<file path="config.mk">
export PLATFORM = sky130hd
export DESIGN_NAME = alu64bit_seq_flat
export DESIGN_NICKNAME = d
export VERILOG_FILES = /design/src/rtl/alu64bit_seq_if.sv /design/src/rtl/alu64bit_seq.sv /design/src/flat_wrapper.sv
export SDC_FILE = /design/constraint.sdc
export NUM_CORES = 1
export LEC_CHECK = 0
export CAP_MARGIN = 20
export CORE_AREA = 3 3 155 157
export DETAILED_ROUTE_END_ITERATION = 10
export DIE_AREA = 0 0 158 160
export PLACE_DENSITY = 0.74
export SLEW_MARGIN = 15
export SYNTH_ARGS = -nofsm -noshare
export SYNTH_HDL_FRONTEND = slang
export SYNTH_SLANG_ARGS = --single-unit
</file>
<file path="constraint.sdc">
create_clock -name clk -period 3 [get_ports clk]
set_clock_uncertainty 0.15 [all_clocks]
set_input_delay 0.6 -clock clk [delete_from_list [all_inputs] [get_ports clk]]
set_output_delay 0.6 -clock clk [all_outputs]
set_load 0.02 [all_outputs]
</file>
<file path="src/rtl/alu64bit_seq_if.sv">
// ============================================================================
//  Module   : alu64bit_seq_if
//  Brief    : Request/result handshake bundle for the alu64bit sequencer
//  Revision : 1.0
// ============================================================================
`default_nettype none

interface alu64bit_seq_if #(
    parameter int W = 64
);
    logic         in_valid;
    logic         in_ready;
    logic [W-1:0] in_a;
    logic [W-1:0] in_b;
    logic         in_cin;
    logic [1:0]   in_op;
    logic         in_acc;
    logic         out_valid;
    logic         out_ready;
    logic [W-1:0] out_s;
    logic         out_cout;

    modport master (
        output in_valid, in_a, in_b, in_cin, in_op, in_acc, out_ready,
        input  in_ready, out_valid, out_s, out_cout
    );

    modport slave (
        input  in_valid, in_a, in_b, in_cin, in_op, in_acc, out_ready,
        output in_ready, out_valid, out_s, out_cout
    );
endinterface

`default_nettype wire

</file>
<file path="src/rtl/alu64bit_seq.sv">
// ============================================================================
//  Module   : alu64bit_seq
//  Brief    : Sequencer that holds operands on an external ripple-carry ALU,
//             captures its settled result and keeps a chaining accumulator
//  Revision : 1.0
// ============================================================================
`default_nettype none

module alu64bit_seq #(
    parameter int W             = 64,
    parameter int SETTLE_CYCLES = 4
) (
    input  wire logic         clk,
    input  wire logic         rst_n,
    alu64bit_seq_if.slave     bus,
    output logic [W-1:0]      alu_a,
    output logic [W-1:0]      alu_b,
    output logic              alu_cin,
    output logic [1:0]        alu_op,
    input  wire logic [W-1:0] alu_s,
    input  wire logic         alu_cout
);

    localparam logic [1:0] S_IDLE   = 2'd0;
    localparam logic [1:0] S_SETTLE = 2'd1;
    localparam logic [1:0] S_HOLD   = 2'd2;

    // Counter loads SETTLE_CYCLES-1 so capture lands exactly SETTLE_CYCLES edges after accept
    localparam logic [7:0] C_CNT_LOAD = 8'(SETTLE_CYCLES - 1);

    logic [1:0]   state_q, state_d;
    logic [7:0]   cnt_q,   cnt_d;
    logic [W-1:0] acc_q,   acc_d;
    logic [W-1:0] res_q,   res_d;
    logic         cout_q,  cout_d;
    logic [W-1:0] alu_a_q, alu_a_d;
    logic [W-1:0] alu_b_q, alu_b_d;
    logic         alu_cin_q, alu_cin_d;
    logic [1:0]   alu_op_q,  alu_op_d;

    always_comb begin
        state_d   = state_q;
        cnt_d     = cnt_q;
        acc_d     = acc_q;
        res_d     = res_q;
        cout_d    = cout_q;
        alu_a_d   = alu_a_q;
        alu_b_d   = alu_b_q;
        alu_cin_d = alu_cin_q;
        alu_op_d  = alu_op_q;

        case (state_q)
            S_IDLE: begin
                if (bus.in_valid) begin
                    alu_a_d   = bus.in_acc ? acc_q : bus.in_a;
                    alu_b_d   = bus.in_b;
                    alu_cin_d = bus.in_cin;
                    alu_op_d  = bus.in_op;
                    cnt_d     = C_CNT_LOAD;
                    state_d   = S_SETTLE;
                end
            end
            S_SETTLE: begin
                if (cnt_q == 8'd0) begin
                    res_d   = alu_s;
                    cout_d  = alu_cout;
                    acc_d   = alu_s;
                    state_d = S_HOLD;
                end else begin
                    cnt_d = cnt_q - 8'd1;
                end
            end
            S_HOLD: begin
                if (bus.out_ready) begin
                    state_d = S_IDLE;
                end
            end
            default: begin
                state_d = S_IDLE;
            end
        endcase
    end

    always_ff @(posedge clk or negedge rst_n) begin
        if (!rst_n) begin
            state_q   <= S_IDLE;
            cnt_q     <= 8'd0;
            acc_q     <= '0;
            res_q     <= '0;
            cout_q    <= 1'b0;
            alu_a_q   <= '0;
            alu_b_q   <= '0;
            alu_cin_q <= 1'b0;
            alu_op_q  <= 2'b00;
        end else begin
            state_q   <= state_d;
            cnt_q     <= cnt_d;
            acc_q     <= acc_d;
            res_q     <= res_d;
            cout_q    <= cout_d;
            alu_a_q   <= alu_a_d;
            alu_b_q   <= alu_b_d;
            alu_cin_q <= alu_cin_d;
            alu_op_q  <= alu_op_d;
        end
    end

    assign bus.in_ready  = (state_q == S_IDLE);
    assign bus.out_valid = (state_q == S_HOLD);
    assign bus.out_s     = res_q;
    assign bus.out_cout  = cout_q;

    assign alu_a   = alu_a_q;
    assign alu_b   = alu_b_q;
    assign alu_cin = alu_cin_q;
    assign alu_op  = alu_op_q;

endmodule

`default_nettype wire

</file>
<file path="src/flat_wrapper.sv">
// flat-port wrapper written by rule: the top's interface ports become plain ports
module alu64bit_seq_flat 
#(
    parameter int W             = 64,
    parameter int SETTLE_CYCLES = 4
)
  (clk, rst_n, alu_a, alu_b, alu_cin, alu_op, alu_s, alu_cout, bus_in_valid, bus_in_a, bus_in_b, bus_in_cin, bus_in_op, bus_in_acc, bus_out_ready, bus_in_ready, bus_out_valid, bus_out_s, bus_out_cout);
  alu64bit_seq_if #(.W(W)) bus_i ();
  input  wire logic clk;
  input  wire logic rst_n;
  output logic [W-1:0] alu_a;
  output logic [W-1:0] alu_b;
  output logic alu_cin;
  output logic [1:0] alu_op;
  input  wire logic [W-1:0] alu_s;
  input  wire logic alu_cout;
  input wire logic [$bits(bus_i.in_valid)-1:0] bus_in_valid;
  input wire logic [$bits(bus_i.in_a)-1:0] bus_in_a;
  input wire logic [$bits(bus_i.in_b)-1:0] bus_in_b;
  input wire logic [$bits(bus_i.in_cin)-1:0] bus_in_cin;
  input wire logic [$bits(bus_i.in_op)-1:0] bus_in_op;
  input wire logic [$bits(bus_i.in_acc)-1:0] bus_in_acc;
  input wire logic [$bits(bus_i.out_ready)-1:0] bus_out_ready;
  output wire logic [$bits(bus_i.in_ready)-1:0] bus_in_ready;
  output wire logic [$bits(bus_i.out_valid)-1:0] bus_out_valid;
  output wire logic [$bits(bus_i.out_s)-1:0] bus_out_s;
  output wire logic [$bits(bus_i.out_cout)-1:0] bus_out_cout;
  assign bus_i.in_valid = bus_in_valid;
  assign bus_i.in_a = bus_in_a;
  assign bus_i.in_b = bus_in_b;
  assign bus_i.in_cin = bus_in_cin;
  assign bus_i.in_op = bus_in_op;
  assign bus_i.in_acc = bus_in_acc;
  assign bus_i.out_ready = bus_out_ready;
  assign bus_in_ready = bus_i.in_ready;
  assign bus_out_valid = bus_i.out_valid;
  assign bus_out_s = bus_i.out_s;
  assign bus_out_cout = bus_i.out_cout;
  alu64bit_seq #(.W(W), .SETTLE_CYCLES(SETTLE_CYCLES)) u_core (.clk(clk), .rst_n(rst_n), .bus(bus_i), .alu_a(alu_a), .alu_b(alu_b), .alu_cin(alu_cin), .alu_op(alu_op), .alu_s(alu_s), .alu_cout(alu_cout));
endmodule
</file>
### Word-level counts from Yosys, hierarchy flattened

Cells that the tools add are included.

| word-level totals | value |
|---|---|
| bits in registers | 206 |
| word-level logic and storage cells | 30 |

| cells by class | value |
|---|---|
| $add $sub $neg | 1 |
| eq/ne operators | 6 |
| multiplexer cells | 8 |
| reduce and logical (&&, ||, !) cells | 7 |

Operators with widths:

| kind | count |
|---|---|
| $mux 64 | 1 |
| $mux 8 | 2 |
| $pmux 8 s2 | 1 |
| $logic_not 8->1 | 1 |
| $sub 8x1->8 const B | 1 |
| $mux 2 | 3 |
| $ne 2x2->1 const B | 3 |
| $pmux 2 s3 | 1 |
| $reduce_and 3->1 | 2 |
| $reduce_and 2->1 | 2 |
| $eq 2x1->1 const B | 1 |
| $eq 2x2->1 const B | 1 |
| $logic_not 2->1 | 1 |
| $ne 2x1->1 const B | 1 |
| $reduce_bool 2->1 | 1 |

### Longest topological paths before layout

| logic depth | value |
|---|---|
| depth after elaboration | 3 |
| depth in mapped cells | 7 |

### Least setup slack after synthesis

No wires, ideal clock.

| path | value |
|---|---|
| path type | in2reg |
| start | input port bus_in_acc |
| end | register u_core.alu_a_q[55], in the netlist u_core.alu_a[55] |
| setup time | 0.134 ns |
| data arrival time | 1.540 ns |
| data required time | 2.716 ns |
| slack | 1.176 ns |
| stages | 4 |
| path through | buf_2 > buf_1 > mux2i_1 > o21ai_0 |

| on the way | value |
|---|---|
| cells in the longest elaborated chain, start to end | 1 |

RTL lines:

| what | line | RTL |
|---|---|---|
| start, declared | flat_wrapper.sv:22 | `input wire logic [$bits(bus_i.in_acc)-1:0] bus_in_acc;` |
| $mux 64 | alu64bit_seq.sv:55 | `alu_a_d = bus.in_acc ? acc_q : bus.in_a;` |
| end signal, assigned | alu64bit_seq.sv:101 | `alu_a_q <= alu_a_d;` |
| end, declared | alu64bit_seq.sv:36 | `logic [W-1:0] alu_a_q, alu_a_d;` |

Every way passes these cells.
A chain may end at the register's enable or synchronous reset.

### Worst setup path in the final report

| path | value |
|---|---|
| start | register u_core.state_q[0] |
| end | output port bus_in_ready |

| on the way | value |
|---|---|
| cells in the longest elaborated chain, start to end | 1 |

RTL lines:

| what | line | RTL |
|---|---|---|
| start, declared | alu64bit_seq.sv:31 | `logic [1:0] state_q, state_d;` |
| start signal, assigned | alu64bit_seq.sv:96 | `state_q <= state_d;` |
| $logic_not 2->1 | alu64bit_seq.sv:108 | `assign bus.in_ready = (state_q == S_IDLE);` |
| end, declared | flat_wrapper.sv:24 | `output wire logic [$bits(bus_i.in_ready)-1:0] bus_in_ready;` |

Every way passes these cells.

==> flow_summary.json <==
{
  "outcome": "completed",
  "yosys_warnings": 0,
  "cts_tree": "done",
  "worst_setup_path_end_kind": "output pin",
  "setup_viol": 0,
  "post_cts_resized": 0,
  "overflow": 0,
  "p_clk_frac": 0.203,
  "finalSetupTns_ns": 0,
  "ys_seq_elements": 206,
  "p_int_mw": 9.65,
  "viasPerCell": 4.73,
  "grtUsageTotal": 0.204,
  "vias": 6856,
  "reg2reg_setup_slack_ns": 0.76,
  "syn_area_um2": 8520,
  "crit_chain": "nor2_1, clkdlybuf4s50_1",
  "worstReg2RegStart": "u_core.cnt_q[0]$_DFFE_PN0P_",
  "fillers": 1842,
  "cp-start-kind": "flip-flop",
  "whs_endpoint": "u_core.alu_b[17]$_DFFE_PN0P_",
  "cpPeakStageDelay_ns": 0.69,
  "hold_viol": 0,
  "max-vdd-ir-drop_mv": 0.572,
  "route.detailed.drc": 0,
  "fin_crit_sh": 0.889,
  "p_per_area_nw_per_um2": 1110,
  "hp-start": "u_core.alu_b[17]$_DFFE_PN0P_",
  "worstPathRequired_ns": 2.25,
  "syn-instance-count": 755,
  "relSlewSlack": 0.420,
  "clk_latency_ns": 0.51,
  "crit_family": "buffers and inverters",
  "wl_per_cell_um": 18.2,
  "regArea_um2": 5150,
  "cts_inserted_buffers": 24,
  "clockBufferDepth": 3,
  "p_seq_frac": 0.331,
  "timing.rr.end": "u_core.acc_q[17]$_DFFE_PN0P_",
  "h-tree-depth": 1,
  "grt_pass1_wl_mm": 40.6,
  "switching_share": 0.366,
  "cts_setup_buffers": 0,
  "reg2reg_depth": 5,
  "die-area_um2": 25300,
  "fp.dieH_um": 160,
  "clk_pin_slew_ns": 0.06,
  "wirelength_mm": 26.4,
  "hold_buffers": 1,
  "yosysSeqAreaShare": 0.605,
  "ioPinCount": 399,
  "grt_pass1_vias": 7102,
  "dieWidth_um": 158,
  "drt_pass1_iterations": 4,
  "min_path_type": "reg2reg",
  "drive_gt1_frac": 0.106,
  "hpwl_mm": 19.4,
  "syn-num-nets": 958,
  "path_buf_inv": 1,
  "drtIter0Drc": 365,
  "critical_path_class": "reg2out",
  "holdPathStages": 2,
  "rsz0062_at_grt": "no",
  "ys_types": 30,
  "fin_nets": 1355,
  "areaGrowthSynthToFinish_pct": 60.9,
  "cp.arrival_ns": 1.92,
  "path_max_fanout": 8,
  "multiInputGateArea_um2": 3140,
  "worstMarginPinSlew_ns": 0.871,
  "antenna_found_initial": 1,
  "fin_util": 0.605,
  "start_util": 0.376,
  "cap_violations": 0,
  "numClockSinks": 206,
  "port_buffers": 398,
  "core_region_area_um2": 22600,
  "routabilityCongestion": 0.826,
  "drv_slew": 0,
  "fmax_ghz": 0.375,
  "grt_max_degree": 77,
  "p_leak_nw": 6.42,
  "pwr-share-comb": 0.467,
  "ant_nets": 0,
  "root_buffer": "clkbuf_16",
  "p_sw_mw": 5.57,
  "syn_area_per_cell_um2": 11.3,
  "row_count": 55,
  "critPathSlowestCell": "clkdlybuf4s50_1",
  "fin_crit_ns": 2.67
}
synthesized netlist by cell type:
| cell | n | share of area |
|---|---|---|
| o21bai_1 | 1 | 0.00088 |
| a21oi_1 | 1 | 0.00059 |
| ha_1 | 2 | 0.0029 |
| nand3_1 | 2 | 0.0012 |
| nor4b_1 | 1 | 0.0010 |
| buf_4 | 1 | 0.00088 |
| and2_1 | 1 | 0.00073 |
| or3_1 | 2 | 0.0015 |
| nor3_2 | 1 | 0.0012 |
| nor2_1 | 7 | 0.0031 |
| or4b_1 | 1 | 0.0012 |
| a211o_1 | 1 | 0.0010 |
| clkbuf_1 | 17 | 0.0075 |
| mux2i_1 | 69 | 0.081 |
| inv_1 | 3 | 0.0013 |
| xnor2_1 | 1 | 0.0010 |
| buf_1 | 3 | 0.0013 |
| nand3b_1 | 2 | 0.0018 |
| nand2b_1 | 2 | 0.0015 |
| nor4_1 | 1 | 0.00073 |
| nor4b_2 | 1 | 0.0018 |
| mux2_4 | 39 | 0.069 |
| buf_6 | 4 | 0.0053 |
| nand4b_1 | 1 | 0.0010 |
| a22oi_1 | 1 | 0.00088 |
| mux2_2 | 26 | 0.034 |
| dfrtp_1 | 206 | 0.61 |
| nand2_1 | 272 | 0.12 |
| buf_2 | 19 | 0.011 |
| o21ai_0 | 67 | 0.039 |
worst max-delay path by stage:
stage                                      end                     startpoint  cells past startpoint
2_1_floorplan     u_core.alu_a[55]$_DFFE_PN0P_                     bus_in_acc                      4
3_3_place_gp   u_core.bus.out_cout$_DFFE_PN0P_    u_core.cnt_q[0]$_DFFE_PN0P_                      5
3_5_place_dp       u_core.acc_q[0]$_DFFE_PN0P_    u_core.cnt_q[0]$_DFFE_PN0P_                      5
4_1_cts                           bus_in_ready  u_core.state_q[0]$_DFFE_PN0P_                      2
5_1_grt                           bus_in_ready  u_core.state_q[0]$_DFFE_PN0P_                      2
6_report                          bus_in_ready  u_core.state_q[0]$_DFFE_PN0P_                      2
cells in the final DEF, fill, tap and decap left out, types with 2 or more instances in the layout:
cell type / synthesis / final
clkbuf_16: 0 / 25
buf_4: 1 / 10
bufinv_16: 0 / 4
o21ai_0: 67 / 67
clkinv_2: 0 / 2
clkbuf_8: 0 / 5
nand2_1: 272 / 271
dfrtp_1: 206 / 206
mux2_4: 39 / 39
nor2_1: 7 / 7
nand3b_1: 2 / 2
clkdlybuf4s50_1: 0 / 396
nand2b_1: 2 / 2
clkbuf_1: 17 / 2
mux2_2: 26 / 26
nand3_1: 2 / 2
or3_1: 2 / 2
ha_1: 2 / 2
mux2i_1: 69 / 69
buf_12: 0 / 7
inv_1: 3 / 3
logic make-up after synthesis:
group | count (synthesis) | synth area share
multiplexers | 134 | 0.184
adder cells (fa/ha/maj) | 2 | 0.00294
XOR/XNOR | 1 | 0.00103
flip-flops | 206 | 0.605
buffers and inverters | 47 | 0.0275
AO/OA/AOI/OAI | 71 | 0.0427
AND/OR/NAND/NOR | 294 | 0.136
power groups by stage:
stage	combinational, mW	sequential (mW)	clock [mW]
6_report	7.10	5.03	3.09
5_1_grt	7.59	5.22	3.28
4_1_cts	7.20	5.04	3.17
3_5_place_dp	7.17	5.07	0
3_3_place_gp	7.07	5.01	0
2_1_floorplan	2.03	6.52	0
registers in the layout, indices dropped and copies added, names as in the netlist:
register,flops
u_core.state_q,2
u_core.cnt_q,8
u_core.alu_op,2
u_core.acc_q,64
u_core.alu_a,64
u_core.alu_cin,1
u_core.bus.out_cout,1
u_core.alu_b,64
through the flow:
stage                     setup slack (ns)  cell area [um^2]  total power [mW]  cells  hold WS, ns
after floorplan                       1.18              8520              8.55    755        0.154
after global placement               0.840             12900              12.1   1410        0.307
after detailed placement             0.779             12900              12.2   1410        0.311
after CTS                            0.293             13700              15.4   1450        0.326
after global routing                 0.246             13700              16.1   1451        0.343
final                                0.332             13700              15.2   1451        0.321
final cells by class:
cell class / instances / area share
Clock buffer: 31 / 0.0502
Inverter: 3 / 0.000822
Antenna cell: 1 / 0.000183
Clock inverter: 8 / 0.0108
Timing Repair Buffer: 415 / 0.307
Multi-Input combinational cell: 502 / 0.229
Sequential cell: 206 / 0.376
Tap cell: 285 / 0.0260
tightest hold or removal path, stage by stage (launching register included):
cell	delay, ns
dfrtp_1	0.34
nand2_1	0.05
nand2_1	0.06
routing by layer:
layer | vias up | GRT usage | share of wire
met3 | 47 | 0.0580 | 0.079
met1 | 3311 | 0.240 | 0.39
li1 | 3278 | - | -
met4 | 0 | 0.0575 | 0.023
met5 | - | 0 | 0
met2 | 220 | 0.360 | 0.51
Power figures use the tool's default switching activity.
